<file path="src/rtl/risc_pkg.sv">
// Shared types and encodings for the operand fetch stage and the stages after it.
package risc_pkg;

  typedef enum logic [2:0] {
    IDLE  = 3'd0,
    RD_A  = 3'd1,
    RD_B  = 3'd2,
    CAP   = 3'd3,
    VALID = 3'd4
  } opf_state_t;

  // Shift codes applied to the Rm operand
  localparam logic [1:0] SH_NONE = 2'b00;
  localparam logic [1:0] SH_LSL  = 2'b01;
  localparam logic [1:0] SH_LSR  = 2'b10;
  localparam logic [1:0] SH_ASR  = 2'b11;

  // ALU operation codes carried through this stage
  localparam logic [1:0] ALU_ADD = 2'b00;
  localparam logic [1:0] ALU_SUB = 2'b01;
  localparam logic [1:0] ALU_AND = 2'b10;
  localparam logic [1:0] ALU_MVN = 2'b11;

endpackage

</file>
<file path="src/rtl/operand_shifter.sv">
// Single-bit barrel shift for the B operand; purely combinational so later
// stages can reuse it.
module operand_shifter
  import risc_pkg::*;
#(
  parameter int DW = 16
) (
  input  logic [DW-1:0] din_i,
  input  logic [1:0]    shift_i,
  output logic [DW-1:0] dout_o
);

  // Select the shifted form of the input
  always_comb begin
    dout_o = din_i;
    unique case (shift_i)
      SH_NONE: dout_o = din_i;
      SH_LSL:  dout_o = {din_i[DW-2:0], 1'b0};
      SH_LSR:  dout_o = {1'b0, din_i[DW-1:1]};
      SH_ASR:  dout_o = {din_i[DW-1], din_i[DW-1:1]};
      default: dout_o = din_i;
    endcase
  end

endmodule

</file>
<file path="src/rtl/operand_fetch.sv">
// Operand fetch: reads Rn/Rm through the single synchronous register-file
// port, shifts Rm, and hands Ain/Bin/ALUop to the ALU with valid/ready.
// Optional same-cycle writeback forwarding: define OPFETCH_FWD_EN.
module operand_fetch
  import risc_pkg::*;
#(
  parameter int DW = 16,
  parameter int RW = 3
) (
  input  logic          clk,
  input  logic          reset,
  input  logic          in_valid,
  output logic          in_ready,
  input  logic [RW-1:0] in_rn,
  input  logic [RW-1:0] in_rm,
  input  logic [1:0]    in_shift,
  input  logic [DW-1:0] in_imm,
  input  logic          in_asel,
  input  logic          in_bsel,
  input  logic [1:0]    in_aluop,
  output logic          rf_rd_en,
  output logic [RW-1:0] rf_rd_addr,
  input  logic [DW-1:0] rf_rd_data,
`ifdef OPFETCH_FWD_EN
  input  logic          wb_en,
  input  logic [RW-1:0] wb_addr,
  input  logic [DW-1:0] wb_data,
`endif
  output logic          out_valid,
  input  logic          out_ready,
  output logic [DW-1:0] out_ain,
  output logic [DW-1:0] out_bin,
  output logic [1:0]    out_aluop
);

  opf_state_t    state_q, state_d;
  logic [DW-1:0] a_q, a_d, b_q, b_d, imm_q, imm_d;
  logic [RW-1:0] rn_q, rn_d, rm_q, rm_d;
  logic [1:0]    shift_q, shift_d, aluop_q, aluop_d;
  logic          bsel_q, bsel_d;
  // Set when the read landing in the next capture slot is Rm (or no Rn read
  // is in flight), so RD_B/CAP know which operand the data belongs to.
  logic          pend_b_q, pend_b_d;
  logic [DW-1:0] cap_data, b_shifted;

`ifdef OPFETCH_FWD_EN
  logic [RW-1:0] cap_addr;

  // A writeback to the register being captured this cycle wins over the
  // stale register-file data.
  always_comb begin
    cap_addr = (state_q == CAP && pend_b_q) ? rm_q : rn_q;
    cap_data = (wb_en && wb_addr == cap_addr) ? wb_data : rf_rd_data;
  end
`else
  assign cap_data = rf_rd_data;
`endif

  operand_shifter #(.DW(DW)) u_shift (
    .din_i   (cap_data),
    .shift_i (shift_q),
    .dout_o  (b_shifted)
  );

  // State and datapath registers
  always_ff @(posedge clk or posedge reset) begin
    if (reset) begin
      state_q  <= IDLE;
      a_q      <= '0;
      b_q      <= '0;
      imm_q    <= '0;
      rn_q     <= '0;
      rm_q     <= '0;
      shift_q  <= '0;
      aluop_q  <= '0;
      bsel_q   <= 1'b0;
      pend_b_q <= 1'b0;
    end else begin
      state_q  <= state_d;
      a_q      <= a_d;
      b_q      <= b_d;
      imm_q    <= imm_d;
      rn_q     <= rn_d;
      rm_q     <= rm_d;
      shift_q  <= shift_d;
      aluop_q  <= aluop_d;
      bsel_q   <= bsel_d;
      pend_b_q <= pend_b_d;
    end
  end

  // Next state and operand capture
  always_comb begin
    state_d  = state_q;
    a_d      = a_q;
    b_d      = b_q;
    imm_d    = imm_q;
    rn_d     = rn_q;
    rm_d     = rm_q;
    shift_d  = shift_q;
    aluop_d  = aluop_q;
    bsel_d   = bsel_q;
    pend_b_d = pend_b_q;
    unique case (state_q)
      IDLE: begin
        if (in_valid) begin
          rn_d    = in_rn;
          rm_d    = in_rm;
          shift_d = in_shift;
          imm_d   = in_imm;
          aluop_d = in_aluop;
          bsel_d  = in_bsel;
          if (!in_asel) begin
            state_d = RD_A;
          end else begin
            a_d = '0;
            if (!in_bsel) begin
              pend_b_d = 1'b1;
              state_d  = RD_B;
            end else begin
              b_d     = in_imm;
              state_d = VALID;
            end
          end
        end
      end
      RD_A: begin
        pend_b_d = 1'b0;
        if (!bsel_q) begin
          state_d = RD_B;
        end else begin
          b_d     = imm_q;
          state_d = CAP;
        end
      end
      RD_B: begin
        if (!pend_b_q) a_d = cap_data;
        pend_b_d = 1'b1;
        state_d  = CAP;
      end
      CAP: begin
        if (pend_b_q) b_d = b_shifted;
        else          a_d = cap_data;
        state_d = VALID;
      end
      VALID: begin
        if (out_ready) state_d = IDLE;
      end
      default: state_d = IDLE;
    endcase
  end

  // Handshake and register-file strobes decoded from state
  always_comb begin
    in_ready   = (state_q == IDLE);
    out_valid  = (state_q == VALID);
    rf_rd_en   = (state_q == RD_A) || (state_q == RD_B);
    rf_rd_addr = '0;
    if (state_q == RD_A) rf_rd_addr = rn_q;
    if (state_q == RD_B) rf_rd_addr = rm_q;
  end

  assign out_ain   = a_q;
  assign out_bin   = b_q;
  assign out_aluop = aluop_q;

endmodule

</file>
<file path="config.mk">
export PLATFORM = sky130hd
export DESIGN_NAME = operand_fetch
export DESIGN_NICKNAME = d
export VERILOG_FILES = /design/src/rtl/risc_pkg.sv /design/src/rtl/operand_shifter.sv /design/src/rtl/operand_fetch.sv
export SDC_FILE = /design/constraint.sdc
export NUM_CORES = 1
export LEC_CHECK = 0
export CORE_MARGIN = 4
export CORE_UTILIZATION = 51
export CTS_BUF_LIST = sky130_fd_sc_hd__clkbuf_4 sky130_fd_sc_hd__clkbuf_8
export CTS_CLUSTER_DIAMETER = 150
export DETAILED_ROUTE_END_ITERATION = 8
export PLACE_DENSITY = 0.86
export SLEW_MARGIN = 20
export SYNTH_ARGS = -nofsm -noshare
export SYNTH_HDL_FRONTEND = slang
export SYNTH_SLANG_ARGS = --single-unit
</file>
<file path="constraint.sdc">
create_clock -name clk -period 2.6 [get_ports clk]
set_clock_uncertainty 0.15 [all_clocks]
set_input_delay 0.26 -clock clk [delete_from_list [all_inputs] [get_ports clk]]
set_output_delay 0.26 -clock clk [all_outputs]
set_load 0.1 [all_outputs]
</file>
; Word-level counts from Yosys, hierarchy flattened
; Index checks and enable logic that the tools add are counted.
[op_classes]
add_sub_neg = 0
n_mul = 0
div_mod_pow = 0
magnitude_cmp = 0
n_eq_ne = 15
shifts = 0
n_mux = 23
n_bitwise = 0
n_reduce_logical = 12
[op_table]
columns = op, count
row1 = 2-to-1 mux 16 bit, 8
row2 = one-hot mux 16 bit (4 select lines), 1
row3 = one-hot mux 16 bit (3 select lines), 1
row4 = one-hot mux 16 bit (2 select lines), 1
row5 = 2-to-1 mux 3 bit, 6
row6 = one-hot mux 3 bit (5 select lines), 1
row7 = != test 2 bit (second input constant), 5
row8 = AND reduction 4 bit, 2
row9 = equality test 3 x 2 -> 1 bit (second input constant), 2
row10 = != test 2 x 1 -> 1 bit (second input constant), 3
row11 = AND reduction 6 bit, 1
row12 = nonzero test 3 bit, 2
row13 = equality test 2 bit (second input constant), 2
row14 = 2-to-1 mux 1 bit, 4
row15 = AND reduction 2 bit, 2
row16 = equality test 3 x 1 -> 1 bit (second input constant), 1
row17 = equality test 3 bit (second input constant), 1
row18 = logical NOT 3 bit, 1
row19 = one-hot mux 1 bit (3 select lines), 1
row20 = equality test 2 x 1 -> 1 bit (second input constant), 1
row21 = logical NOT 2 bit, 1
row22 = nonzero test 2 bit, 1
row23 = OR reduction 2 bit, 1
row24 = logical OR 1 bit, 1
[totals]
register_bits = 63
latch_bits = 0
ram_bits = 0
mem_bits_ro = 0
inputBits = 48
mem_count = 0

; Longest topological paths before layout
; Gate-level depths: netlist (run 1).
[logic_depth]
ltp_word = 4
ltp_mapped = 7

; By module
; Synthesis (run 1) repeated with hierarchy kept, for this count alone.
[unflattened]
cells_unflattened = 285
area_unflattened_um2 = 3410.8
[modules_own_cells]
columns = mod, n_inst, cells_per_inst, area_each_um2, seq_area_each_um2
row1 = operand_fetch, 1, 234, 3055.4, 1576.5
row2 = operand_shifter, 1, 51, 355.3, 0.0

; Worst setup path after synthesis (run 1)
; No wires, ideal clock.
[synth_timing]
path_kind = register to register
from = reg state_q[1]
to = reg imm_q[10]
setup_ps = 127
arrival_time_ps = 2619
required_ps = 2323
setup_slack_ps = -296
path_stages_with_launch = 7
path_buffers = 3
cell_sequence = dfrtp_1 buf_6 nor3_2 and2_1 buf_6 buf_6 mux2_1
[synth_via]
elab_chain_cells = 2
[synth_rtl]
columns = item, line
row1 = from (decl), operand_fetch.sv:36  ; opf_state_t state_q, state_d;
row2 = from (signal assigned), operand_fetch.sv:79  ; state_q <= state_d;
row3 = logical NOT 3 bit, n/a
row4 = via in_ready, operand_fetch.sv:13  ; output logic in_ready,
row5 = AND reduction 2 bit (no line), n/a
row6 = to (signal assigned), operand_fetch.sv:82  ; imm_q <= imm_d;
row7 = to (decl), operand_fetch.sv:37  ; logic [DW-1:0] a_q, a_d, b_q, b_d, imm_q, imm_d;
; The timed path passes the listed nets, and every way through them passes these cells.
; A chain may end at the register's enable or synchronous reset.

; Worst setup path after layout (run 1)
[layout_timing]
from = reg state_q[0]
to = out rf_rd_addr[1]
[layout_via]
elab_chain_cells = 3
[layout_rtl]
columns = item, line
row1 = equality test 3 x 1 -> 1 bit, operand_fetch.sv:159  ; if (state_q == RD_A) rf_rd_addr = rn_q;
row2 = 2-to-1 mux 3 bit, operand_fetch.sv:159
row3 = 2-to-1 mux 3 bit (*), operand_fetch.sv:160  ; if (state_q == RD_B) rf_rd_addr = rm_q;
row4 = to (decl), operand_fetch.sv:22  ; output logic [RW-1:0] rf_rd_addr,
; Every way passes the cells marked *; elsewhere a longest branch is shown, timed or not.

==> results of run 1 <==
[cell families (layout without fill, tap and decap cells)]
logic type,after synthesis,in the layout
buf+inv,29,115
compound gates,77,77
mux,44,44
simple gates,105,105
flops,63,63
[sequential cells by signal, summed over array words and instances, names as in the netlist]
register   flops
imm_q         16
out_ain       16
out_bin       16
rm_q           3
rn_q           3
state_q        3
out_aluop      2
shift_q        2
bsel_q         1
pend_b_q       1
[per-stage QoR]
stage          setup WS, ps  instances  cell area (µm²)  utilization
2_1_floorplan           162        318             3370            -
3_3_place_gp            610        465             4210        0.659
3_5_place_dp            495        465             4210        0.659
4_1_cts                 335        481             4410        0.690
5_1_grt                 264        481             4410        0.690
6_report                359        481             4410        0.690
[worst min-delay path by stage]
stage | cells after the start | endpoint | startpoint | slack [ps]
after floorplan | 2 | shift_q[1] | in_shift[1] | 230
after global placement | 2 | out_ain[3] | out_ain[3] | 310
after detailed placement | 1 | imm_q[13] | imm_q[13] | 330
after CTS | 2 | out_ain[11] | reset | 160
after global routing | 2 | out_bin[5] | reset | 200
final | 2 | out_ain[3] | reset | 150
[per-layer routing]
layer,global-route usage,vias up
li1,-,1285
met1,0.282,1302
met2,0.355,98
met3,0.0516,7
met4,0.0771,0
met5,0,-
[cells in the final DEF (no fill, tap or decap), types with 2 or more instances in the layout]
master	instances
a211oi_1	15
a21oi_1	2
a21oi_4	2
a22oi_1	3
and2_1	2
buf_12	6
buf_4	43
clkbuf_8	10
clkdlybuf4s50_1	47
clkinv_2	3
clkinvlp_4	2
dfrtp_1	63
inv_2	2
mux2_1	28
mux2_2	4
mux2_4	10
mux2i_1	2
nand2_1	50
nand2b_1	18
nor2_1	6
nor2_2	4
nor2b_1	17
o21ai_0	12
o21ai_1	20
o221ai_1	15
[worst register-to-register path: cells and delay by family, from the launching register on]
| family | cells | cell delay, ps |
|---|---|---|
| DFF | 1 | 580 |
| and+or+nand+nor | 2 | 520 |
| buffers and inverters | 1 | 350 |
| AOI/OAI and AO/OA | 1 | 100 |
| muxes | 1 | 300 |
[final cells by class]
type | count | share of cell area
Inverter | 3 | 0.00256
Tap cell | 77 | 0.0219
Timing Repair Buffer | 96 | 0.207
Multi-Input combinational cell | 226 | 0.366
Clock buffer | 10 | 0.0312
Clock inverter | 6 | 0.0136
Sequential cell | 63 | 0.358
==> results.sh, run 1 <==
export IMPL_antenna_found_initial=0
export IMPL_numPortBuffers=87
export IMPL_dr_max_layer_used="met4"
export IMPL_period_needed_ps=2240
export IMPL_grt_max_degree=39
export IMPL_synth_top_area_frac=0.469
export IMPL_cts_tree="yes"
export IMPL_max_freq_mhz=446
export IMPL_root_buffer="clkbuf_8"
export IMPL_crit_arrival_ps=1830
export IMPL_cts_setup_buffers=0
export IMPL_synth_ff_type="dfrtp_1"
export IMPL_totalWireLength_um=8110
export IMPL_worstMarginPinSlew_ps=631
export IMPL_synth_area_leaders="dfrtp_1 (47%), mux2_1 (9.4%), nand2_1 (5.6%)"
export IMPL_max_cap_violations=0
export IMPL_critPathTopFamily="flip-flops"
export IMPL_crit_slowest_cell="dfrtp_1"
export IMPL_path_cells="nor2b_1 -> a22oi_1 -> nor2_2 -> buf_12"
export IMPL_cp_depth=4
export IMPL_std_cell_rows=29
export IMPL_syn_nets=366
export IMPL_critPathLaunch="state_q[0]"
export IMPL_first_global_vias=2659
export IMPL_async_flop_share=1.00
export IMPL_drt_iter0_drc=151
export IMPL_outcome="completed"
export IMPL_required_ps=2190
export IMPL_synth_area_um2=3360
export IMPL_die_area_um2=7950
export IMPL_clkTransAtPathRegs_ps=70
export IMPL_setup_viol=0
export IMPL_insertion_delay_ps=340
export IMPL_die_h_um=89.1
export IMPL_r2r_slack_ps=490
export IMPL_final_max_slew_violation_count=0
export IMPL_diodes=0
export IMPL_dr_pass1_iters=4
export IMPL_finalHoldViolations=0
export IMPL_grt_pass1_wl_um=13100
export IMPL_gp_congestion=0.764
export IMPL_routed_via_density=5.60
export IMPL_wl_met1_um=3470
export IMPL_setup_tns_ps=0
export IMPL_synth_simple_area_share=0.156
export IMPL_synth_top_family_by_area="compound AO/OA/AOI/OAI gates"
export IMPL_ys_warn_count=0
export IMPL_grt_remaining_overflow=0
export IMPL_muxShareOfSynthArea=0.158
export IMPL_cp_end_kind="output port"
export IMPL_start_util=0.526
export IMPL_r2r_end="out_bin[14]"
export IMPL_synth_edf_count=0
export IMPL_synth_compound_area_frac=0.161
export IMPL_nets=447
export IMPL_route_detailed_drc=0
export IMPL_synthAdderAreaFrac=0
export IMPL_globalRouteTotalUtil=0.217
export IMPL_dp_hpwl_um=5810
export IMPL_antenna_left=0
export IMPL_drive_above_1_share=0.225
export IMPL_worstSetupEndpoint="rf_rd_addr[1]"
export IMPL_vias=2692
export IMPL_numCtsBuffers=9
export IMPL_grt_setup_unrepaired="no"
export IMPL_clock_sinks=63
export IMPL_reg2regPathDepth=5
export IMPL_cts_hold_buf=0
export IMPL_wl_per_cell_um=16.9
export IMPL_r2r_start="state_q[0]"
export IMPL_core_area_um2=6390
export IMPL_multi_input_area_um2=1610
export IMPL_ctsHtreeMaxLevel=3
export IMPL_clockBufferDepth=2
export IMPL_ys_types=40
export IMPL_path_buf_inv=1
export IMPL_yosysMostFrequentCell="dfrtp_1"
export IMPL_yosysSeqAreaShare=0.469
export IMPL_ys_ff_latch=63
export IMPL_cp_max_fo=11
export IMPL_regArea_um2=1580
export IMPL_synth_commonest_cells="dfrtp_1 (63), nand2_1 (50), mux2_1 (28)"
export IMPL_synth_cells=318
export IMPL_syn_avg_cell_area_um2=10.6
export IMPL_start_kind="register"
export IMPL_hp_class="input port to async pin"
export IMPL_fin_crit_sh=0.862
export IMPL_routed_wl_met2_um=3920
export IMPL_synth_top_cell_by_area="dfrtp_1"
export IMPL_whs_ps=147
export IMPL_criticalPathCategory="register to output port"
export IMPL_cts_resized=0
export IMPL_pin_count=88
export IMPL_cpPeakStageDelay_ps=580
export IMPL_die_w_um=89.1
export IMPL_max_slew_margin=0.579
export IMPL_synth_xor_xnor_area_share=0
export IMPL_area_growth_pct=31.2
export IMPL_fillers=458
export IMPL_met3_length_um=623
Power of run 1 is not shown: default switching activity piles up to over one toggle a cycle in this logic, so the estimate is an artifact.
==> run 2: changes to the inputs <==
- TNS_END_PERCENT: default -> 30
==> run 2 against run 1 <==
Die area unchanged. Hold slack improved by 8.6 ps. Sequential share of layout area shrank 0.30 points. Utilization rose by 0.59 points. Count of clock-buffer cells in the layout did not move. Final area rose by 0.85%. Cell count stayed put.
==> results.sh, run 2 (synthesis results as in run 1) <==
export IMPL_finalHoldViolations=0
export IMPL_die_h_um=89.1
export IMPL_numPortBuffers=87
export IMPL_outcome="completed"
export IMPL_cts_tree="yes"
export IMPL_start_util=0.526
export IMPL_path_cells="nor2b_1 -> a22oi_1 -> nor2_1 -> buf_12"
export IMPL_cts_setup_buffers=0
export IMPL_fin_crit_sh=0.906
export IMPL_insertion_delay_ps=350
export IMPL_diodes=0
export IMPL_cp_end_kind="output port"
export IMPL_grt_pass1_wl_um=13600
export IMPL_final_util=0.696
export IMPL_start_kind="register"
export IMPL_clkTransAtPathRegs_ps=80
export IMPL_crit_arrival_ps=1950
export IMPL_nets=447
export IMPL_crit_slowest_cell="dfrtp_1"
export IMPL_pin_count=88
export IMPL_die_w_um=89.1
export IMPL_drt_iter0_drc=149
export IMPL_cts_resized=0
export IMPL_fillers=476
export IMPL_numCtsBuffers=9
export IMPL_dp_hpwl_um=5840
export IMPL_period_needed_ps=2360
export IMPL_critPathTopFamily="simple AND/OR/NAND/NOR gates"
export IMPL_wl_per_cell_um=17.2
export IMPL_path_buf_inv=1
export IMPL_gp_congestion=0.823
export IMPL_max_slew_margin=0.570
export IMPL_core_area_um2=6390
export IMPL_criticalPathCategory="register to output port"
export IMPL_root_buffer="clkbuf_8"
export IMPL_first_global_vias=2782
export IMPL_r2r_start="state_q[1]"
export IMPL_clockBufferDepth=2
export IMPL_routed_via_density=5.62
export IMPL_antenna_left=0
export IMPL_globalRouteTotalUtil=0.224
export IMPL_grt_setup_unrepaired="no"
export IMPL_dr_pass1_iters=4
export IMPL_final_common_cell="dfrtp_1"
export IMPL_std_cell_rows=29
export IMPL_critPathLaunch="state_q[1]"
export IMPL_grt_remaining_overflow=0
export IMPL_cp_max_fo=20
export IMPL_clock_sinks=63
export IMPL_ctsHtreeMaxLevel=3
export IMPL_area_growth_pct=32.3
export IMPL_required_ps=2190
export IMPL_antenna_found_initial=0
export IMPL_worstMarginPinSlew_ps=645
export IMPL_cts_hold_buf=0
export IMPL_vias=2703
export IMPL_hp_class="input port to async pin"
export IMPL_mostFrequentLayoutCells="dfrtp_1 (63), nand2_1 (50), clkdlybuf4s50_1 (47), buf_4 (43), mux2_1 (28)"
export IMPL_max_freq_mhz=425
export IMPL_route_detailed_drc=0
export IMPL_drive_above_1_share=0.215
export IMPL_max_cap_violations=0
export IMPL_final_max_slew_violation_count=0
export IMPL_grt_max_degree=35
export IMPL_cpPeakStageDelay_ps=620
export IMPL_die_area_um2=7950
export IMPL_setup_viol=0
export IMPL_totalWireLength_um=8270
[run 2: worst paths after layout]
kind                            slack (ps)       endpoint  depth (start not counted)
worst max-delay path                   240  rf_rd_addr[0]                          4
max in group asynchronous             1530    out_bin[10]                          3
worst max register to register         370    out_bin[11]                          4
worst min register to register         340       imm_q[6]                          1
worst min-delay path                   160     out_bin[2]                          2
min in group clk                       340       imm_q[6]                          1
[run 2: per-layer routing]
layer | vias to the layer above | share of wire | global-route usage
met3 | 13 | 0.068 | 0.0396
met1 | 1318 | 0.44 | 0.306
met5 | - | 0 | 0
met2 | 91 | 0.48 | 0.355
met4 | 0 | 0.016 | 0.0907
li1 | 1281 | - | -
[run 2: cell type report]
cell class | count | area (µm²) | area share
timing repair buffer | 96 | 913 | 0.206
inverter | 3 | 11.3 | 0.00253
clock buffer | 10 | 138 | 0.0310
multi-input combinational | 226 | 1600 | 0.360
sequential | 63 | 1580 | 0.355
clock inverter | 6 | 108 | 0.0242
tap | 77 | 96.3 | 0.0217
[run 2: worst register-to-register path, delay by kind of cell (launching register included)]
kind	cells	cell delay, ps
multiplexers	1	200
flip-flops	1	760
AND/OR/NAND/NOR	1	620
AO/OA/AOI/OAI	2	440
[run 2: per-stage QoR]
step	setup WS (ps)	std cells	instance area [µm²]	hold WS, ps	TNS (ps)
floorplan	-73.0	318	3360	232	-246
global placement	568	465	4200	313	0
detailed placement	481	465	4200	326	0
CTS	256	481	4440	183	0
global route	155	481	4440	223	0
finish	244	481	4440	155	0
Power of run 2 is left out for the same reason.
==> run 3: changes to the inputs <==
- SLEW_MARGIN: 20 -> default
==> results of run 3 <==
Same layout as run 2: the final DEF is identical, and so are final timing and power.
Power of run 3 is left out for the same reason.
